===== src/rtl/step_pulse_generator.sv =====
// Step/direction pulse generator for a stepper motor driver, with trapezoidal
// acceleration ramp and an Avalon-MM register interface.
// Ports:
//   csi_MCLK_clk, rsi_MRST_reset  - clock, async active-high reset
//   avs_ctrl_*                    - Avalon-MM slave, 8 word registers, read latency 1
//   step_out                      - step pulse, high for PULSE_WIDTH clocks per step
//   dir_out                       - direction, latched at move start
//   busy                          - move in progress
//   irq                           - level interrupt, done & irq_en
module step_pulse_generator #(
  parameter int unsigned PULSE_WIDTH = 4
) (
  input  logic        csi_MCLK_clk,
  input  logic        rsi_MRST_reset,
  input  logic [2:0]  avs_ctrl_address,
  input  logic        avs_ctrl_write,
  input  logic [31:0] avs_ctrl_writedata,
  input  logic [3:0]  avs_ctrl_byteenable,
  input  logic        avs_ctrl_read,
  output logic [31:0] avs_ctrl_readdata,
  output logic        avs_ctrl_waitrequest,
  output logic        step_out,
  output logic        dir_out,
  output logic        busy,
  output logic        irq
);

  localparam int unsigned DW = 32;
  localparam logic [DW-1:0] PW      = DW'(PULSE_WIDTH);
  localparam logic [DW-1:0] EFF_MIN = DW'(2 * PULSE_WIDTH);

  localparam logic [2:0] A_CTRL   = 3'd0;
  localparam logic [2:0] A_STEPS  = 3'd1;
  localparam logic [2:0] A_START  = 3'd2;
  localparam logic [2:0] A_MIN    = 3'd3;
  localparam logic [2:0] A_ACCEL  = 3'd4;
  localparam logic [2:0] A_STATUS = 3'd5;
  localparam logic [2:0] A_POS    = 3'd6;
  localparam logic [2:0] A_REM    = 3'd7;

  typedef enum logic [1:0] {IDLE = 2'd0, HIGH = 2'd1, LOW = 2'd2} state_t;

  state_t state, state_d;

  logic [DW-1:0] steps, start_period, min_period, accel;
  logic [DW-1:0] position, remaining, cur_period, start_snap, ramp;
  logic [DW-1:0] cnt, cnt_d, low_len;
  logic          dir_reg, irq_en, done, aborted, start_req, stop_req;
  logic          take_start, issue, finish, abort;
  logic          done_n, aborted_n, irq_en_n;
  logic [DW-1:0] rem_dec, inc, dec, cur_n, ramp_n, eff, low_len_n;
  logic [DW:0]   sum;
  logic [DW-1:0] rd_mux;
  logic          wr_ctrl, wr_status;

  assign avs_ctrl_waitrequest = 1'b0;
  assign wr_ctrl   = avs_ctrl_write && (avs_ctrl_address == A_CTRL);
  assign wr_status = avs_ctrl_write && (avs_ctrl_address == A_STATUS);

  // Byte-lane merge of write data into an existing register value.
  function automatic logic [DW-1:0] merge_be(input logic [DW-1:0] cur,
                                             input logic [DW-1:0] wd,
                                             input logic [3:0]    be);
    logic [DW-1:0] r;
    r = cur;
    for (int i = 0; i < 4; i++) begin
      if (be[i]) r[8*i +: 8] = wd[8*i +: 8];
    end
    return r;
  endfunction

  // State register.
  always_ff @(posedge csi_MCLK_clk or posedge rsi_MRST_reset) begin
    if (rsi_MRST_reset) state <= IDLE;
    else                state <= state_d;
  end

  // Next state. A start parks in LOW with cnt=0 so the first rising edge
  // follows one cycle later, giving dir_out a cycle of setup.
  always_comb begin
    state_d    = state;
    cnt_d      = cnt;
    take_start = 1'b0;
    issue      = 1'b0;
    finish     = 1'b0;
    abort      = 1'b0;
    case (state)
      IDLE: begin
        if (start_req) begin
          state_d    = LOW;
          cnt_d      = '0;
          take_start = 1'b1;
        end
      end
      HIGH: begin
        if (cnt == '0) begin
          if (stop_req) begin
            state_d = IDLE;
            finish  = 1'b1;
            abort   = 1'b1;
          end else begin
            state_d = LOW;
            cnt_d   = low_len - DW'(1);
          end
        end else begin
          cnt_d = cnt - DW'(1);
        end
      end
      LOW: begin
        if (stop_req) begin
          state_d = IDLE;
          finish  = 1'b1;
          abort   = 1'b1;
        end else if (cnt == '0) begin
          if (remaining == '0) begin
            state_d = IDLE;
            finish  = 1'b1;
          end else begin
            state_d = HIGH;
            issue   = 1'b1;
            cnt_d   = PW - DW'(1);
          end
        end else begin
          cnt_d = cnt - DW'(1);
        end
      end
      default: state_d = IDLE;
    endcase
  end

  // Ramp step applied at each rising edge; both directions saturate.
  always_comb begin
    rem_dec = remaining - DW'(1);
    sum     = {1'b0, cur_period} + {1'b0, accel};
    inc     = (sum > {1'b0, start_snap}) ? start_snap : sum[DW-1:0];
    if ((accel > cur_period) || ((cur_period - accel) < min_period)) dec = min_period;
    else                                                             dec = cur_period - accel;
    cur_n  = cur_period;
    ramp_n = ramp;
    if (rem_dec <= ramp) begin
      cur_n  = inc;
      ramp_n = (ramp == '0) ? '0 : ramp - DW'(1);
    end else if (cur_period > min_period) begin
      cur_n  = dec;
      ramp_n = ramp + DW'(1);
    end
    eff       = (cur_n > EFF_MIN) ? cur_n : EFF_MIN;
    low_len_n = eff - PW;
  end

  // Status flag updates; completion wins over a same-cycle clear.
  always_comb begin
    done_n    = done;
    aborted_n = aborted;
    irq_en_n  = irq_en;
    if (wr_ctrl) irq_en_n = avs_ctrl_writedata[3];
    if (wr_status && avs_ctrl_writedata[1]) begin
      done_n    = 1'b0;
      aborted_n = 1'b0;
    end
    if (take_start) done_n    = 1'b0;
    if (finish)     done_n    = 1'b1;
    if (abort)      aborted_n = 1'b1;
  end

  // Read data mux.
  always_comb begin
    rd_mux = '0;
    case (avs_ctrl_address)
      A_CTRL:   rd_mux = {28'b0, irq_en, dir_reg, 2'b0};
      A_STEPS:  rd_mux = steps;
      A_START:  rd_mux = start_period;
      A_MIN:    rd_mux = min_period;
      A_ACCEL:  rd_mux = accel;
      A_STATUS: rd_mux = {29'b0, aborted, done, busy};
      A_POS:    rd_mux = position;
      A_REM:    rd_mux = remaining;
      default:  rd_mux = '0;
    endcase
  end

  // Registers, datapath and registered outputs.
  always_ff @(posedge csi_MCLK_clk or posedge rsi_MRST_reset) begin
    if (rsi_MRST_reset) begin
      step_out          <= 1'b0;
      busy              <= 1'b0;
      irq               <= 1'b0;
      dir_out           <= 1'b0;
      done              <= 1'b0;
      aborted           <= 1'b0;
      dir_reg           <= 1'b0;
      irq_en            <= 1'b0;
      start_req         <= 1'b0;
      stop_req          <= 1'b0;
      steps             <= '0;
      start_period      <= '0;
      min_period        <= '0;
      accel             <= '0;
      position          <= '0;
      remaining         <= '0;
      cur_period        <= '0;
      start_snap        <= '0;
      ramp              <= '0;
      cnt               <= '0;
      low_len           <= '0;
      avs_ctrl_readdata <= '0;
    end else begin
      step_out  <= (state_d == HIGH);
      busy      <= (state_d != IDLE);
      cnt       <= cnt_d;
      done      <= done_n;
      aborted   <= aborted_n;
      irq_en    <= irq_en_n;
      irq       <= done_n & irq_en_n;
      // Start together with stop is treated as stop only.
      start_req <= wr_ctrl & avs_ctrl_writedata[0] & ~avs_ctrl_writedata[1];
      // Stop is held until the FSM acts on it; in IDLE it is simply dropped.
      stop_req  <= (wr_ctrl & avs_ctrl_writedata[1]) | (stop_req & (state != IDLE) & ~abort);

      if (wr_ctrl) dir_reg <= avs_ctrl_writedata[2];
      if (avs_ctrl_write) begin
        case (avs_ctrl_address)
          A_STEPS: steps        <= merge_be(steps, avs_ctrl_writedata, avs_ctrl_byteenable);
          A_START: start_period <= merge_be(start_period, avs_ctrl_writedata, avs_ctrl_byteenable);
          A_MIN:   min_period   <= merge_be(min_period, avs_ctrl_writedata, avs_ctrl_byteenable);
          A_ACCEL: accel        <= merge_be(accel, avs_ctrl_writedata, avs_ctrl_byteenable);
          default: ;
        endcase
      end

      if (take_start) begin
        remaining  <= steps;
        cur_period <= start_period;
        start_snap <= start_period;
        dir_out    <= dir_reg;
        ramp       <= '0;
      end else if (issue) begin
        remaining  <= rem_dec;
        cur_period <= cur_n;
        ramp       <= ramp_n;
        low_len    <= low_len_n;
      end

      if (issue) begin
        position <= dir_out ? position + DW'(1) : position - DW'(1);
      end else if (avs_ctrl_write && (avs_ctrl_address == A_POS) && (state == IDLE)) begin
        position <= merge_be(position, avs_ctrl_writedata, avs_ctrl_byteenable);
      end

      if (avs_ctrl_read) avs_ctrl_readdata <= rd_mux;
    end
  end

endmodule


===== config.mk =====
export PLATFORM = sky130hd
export DESIGN_NAME = step_pulse_generator
export DESIGN_NICKNAME = d
export VERILOG_FILES = /design/src/rtl/step_pulse_generator.sv
export SDC_FILE = /design/constraint.sdc
export NUM_CORES = 2
export LEC_CHECK = 0
export ABC_AREA = 1
export BUFFER_PORTS_ARGS = -buffer_cell sky130_fd_sc_hd__clkbuf_2
export CAP_MARGIN = 15
export CORE_MARGIN = 1
export CORE_UTILIZATION = 60
export DETAILED_ROUTE_END_ITERATION = 7
export MAX_ROUTING_LAYER = met4
export PLACE_DENSITY = 0.89
export SLEW_MARGIN = 25
export SYNTH_ARGS = -nofsm -noshare
export SYNTH_HDL_FRONTEND = slang
export SYNTH_SLANG_ARGS = --single-unit

===== constraint.sdc =====
create_clock -name csi_MCLK_clk -period 16.1 [get_ports csi_MCLK_clk]
set_clock_uncertainty 0.05 [all_clocks]
set_input_delay 2.415 -clock csi_MCLK_clk [delete_from_list [all_inputs] [get_ports csi_MCLK_clk]]
set_output_delay 2.415 -clock csi_MCLK_clk [all_outputs]
set_load 0.05 [all_outputs]

==> reports/qor.csv <==
metric,value,unit
failing checks,DRC,
first-pass GRT wire length,172100,um
Post-Syn Area,30900,sq um
CP arrival,9.03,ns
CTS tree,yes,
CTS Hold Bufs,0,
vias,32050,
Tightest Pin Transition,1.255,ns
core area,50480,sq um
"Largest delay share family, worst path",simple AND/OR/NAND/NOR gates,
Total Wirelength,112200,um
DR pass1 iterations,8,
pre-CTS WS,7.835,ns
vias in the first global route,30290,
clock transition at the registers of the reported paths,0.07,ns
"Top FF cell, synth",dfrtp_1,
clk_lat worst skew,0.59,ns
drc violations,2,
fmax,115.8,MHz
Ys Warns,0,
setup TNS,0,ns
crit-path max cell delay,0.65,ns
IO Port Bufs,78,
initial antenna violation count,1,
Post-CTS Setup Inserts,0,
Worst Setup SP,remaining[3]$_DFFE_PP0P_,
result of the run,"complete, but fails checks",
Overall Global Routing Usage,43.68,%
Setup CP Type,reg2reg,
Max Buffers Root-to-Sink,3,
worst hold start,steps[2]$_DFFE_PP0P_,
endpoints failing hold,0,
CP required,16.49,ns
DP HPWL,85960,um
Final Wtd Congestion,1.114,
PostCTS Resize Cnt,0,
die extent in x,229.0,um
die area,52420,sq um
layout cells sized above 1,7.215,%
CTS buffer count,43,
Synth Instances,4400,
type of the tightest min-delay check,reg2reg,
H-tree levels,2,
post-route ant nets,0,
CP max stage cell,buf_4,
initial core utilization,61.22,%
WP buf/inv,10,
Post-synth EDFFs,0,
vias per cell,6.258,
max-slew violations,0,
Final #Nets,4695,
Crit path top cell by count,nor2_1,
clock sinks,396,
largest net degree at the start of global routing,119,
final setup margin,7.467,ns
Synth Net Count,4679,
Period minus WS final,8.633,ns
Row Count,82,
Initial DRC Count,4043,
RSZ-0062 raised after global routing,false,
Layout area overhead,7.777,%
max capacitance violation total,0,
Final Setup Violations,0,
largest fanout on the critical path,81,
wire length per cell,21.90,um
sequential element share of the synthesized area,32.06,%
crit end category,flop,
# IOs,80,
crit share post-route,53.62,%
Fill cells,4385,
ys async rst share,100.0,%
Setup crit start kind,flop,
Synth Register Bits,396,
worst r2r src,remaining[3]$_DFFE_PP0P_,
global route overflow,0,
Slew HR,16.05,%
Root Driver,clkbuf_16,
Avg Inst Size Synth,7.024,sq um
Cell variety after synth,60,
Vert. Die Dim,229.0,um
## synth_stat cells, types with 29 or more instances
cell	count	area [sq um]
ha_1	233	2915
a22oi_1	34	255.2
nand3_1	239	1196
xor2_1	130	1139
a21oi_1	283	1416
inv_1	591	2218
o21ai_0	401	2007
nand4_1	47	294.0
inv_2	34	127.6
o211ai_1	35	262.8
nor3_1	58	290.3
a31oi_1	30	187.7
mux2_2	29	326.6
dfrtp_1	396	9910
o221ai_1	39	341.6
nand2_1	987	3705
clkbuf_1	91	341.6
o22ai_1	68	425.4
nor2_1	365	1370
o21ai_1	53	265.3
## cell type report
type	count	area, sq um	share of cell area [%]
Timing Repair Buffer	107	651.9	1.957
Tap cell	672	840.8	2.524
Clock buffer	58	1245	3.738
Antenna cell	1	2.502	0.007513
Clock inverter	20	202.7	0.6085
Multi-Input combinational cell	3235	18070	54.25
Inverter	633	2385	7.160
Sequential cell	396	9910	29.75
## kinds of logic (layout without fill, tap and decap cells)
logic type / Yosys count / in the layout / synth area share (%)
simple gates: 1797 / 1797 / 24.68
mux: 29 / 29 / 1.057
fa+ha+maj: 236 / 236 / 9.628
flops: 396 / 396 / 32.06
other cells: 1 / 2 / 0.01213
xor+xnor: 144 / 144 / 4.081
compound gates: 1028 / 1028 / 18.87
buf+inv: 769 / 818 / 9.611
## placed cells by master, fill, tap and decap left out, types with 9 or more instances in the layout
cell type	count
o22ai_1	68
a211oi_1	9
dfrtp_1	396
xnor2_1	14
buf_4	26
mux2_2	29
a22oi_1	34
clkbuf_16	45
o221ai_1	39
o211ai_1	35
o21a_1	16
ha_1	233
o21bai_1	13
inv_2	34
nand2_1	987
a31oi_1	30
nor2_1	361
xor2_1	130
nor3_1	53
nand2_2	18
a21oi_1	283
clkbuf_2	78
o21ai_0	401
nand3_1	238
a21o_1	9
inv_1	590
nor2_2	13
nand4_1	47
o21ai_1	53
nor4_1	21
clkinv_2	10
nor3_2	20
## routing by layer
layer | track usage (%) | part of all wire [%]
met4 | 29.02 | 8.0
met2 | 64.91 | 43
met3 | 10.02 | 11
met5 | - | 0
met1 | 53.03 | 38
## stage by stage
step / hold WS (ns) / util, % / cell area [sq um] / instances
2_1_floorplan: 0.4030 / - / 30900 / 4400
3_3_place_gp: 0.4240 / 62.96 / 31780 / 5041
3_5_place_dp: 0.4319 / 62.98 / 31790 / 5041
4_1_cts: 0.4457 / 65.85 / 33240 / 5119
5_1_grt: 0.4732 / 65.99 / 33310 / 5122
6_report: 0.4482 / 65.99 / 33310 / 5122
## final timing paths
| kind | end | slack (ns) | depth (start not counted) |
|---|---|---|---|
| max in group asynchronous | low_len[16]$_DFFE_PP0P_ | 11.73 | 6 |
| max reg2reg | low_len[26]$_DFFE_PP0P_ | 7.47 | 48 |
| min reg2reg | steps[2]$_DFFE_PP0P_ | 0.45 | 2 |
| min in group asynchronous | avs_ctrl_readdata[28]$_DFFE_PP0P_ | 1.87 | 2 |
| min | steps[2]$_DFFE_PP0P_ | 0.45 | 2 |
| max | low_len[26]$_DFFE_PP0P_ | 7.47 | 48 |
## worst reg2reg max path, delay by kind of cell (launching register included)
| kind | cells | cell delay (ns) |
|---|---|---|
| adders and majority gates | 2 | 0.45 |
| and+or+nand+nor | 33 | 5.13 |
| DFF | 1 | 0.44 |
| AOI/OAI and AO/OA | 2 | 0.25 |
| buffers and inverters | 10 | 1.98 |
| xor gates and xnor gates | 1 | 0.17 |
Power is not shown: default switching activity piles up to over one toggle a cycle in this logic, so the estimate is an artifact.
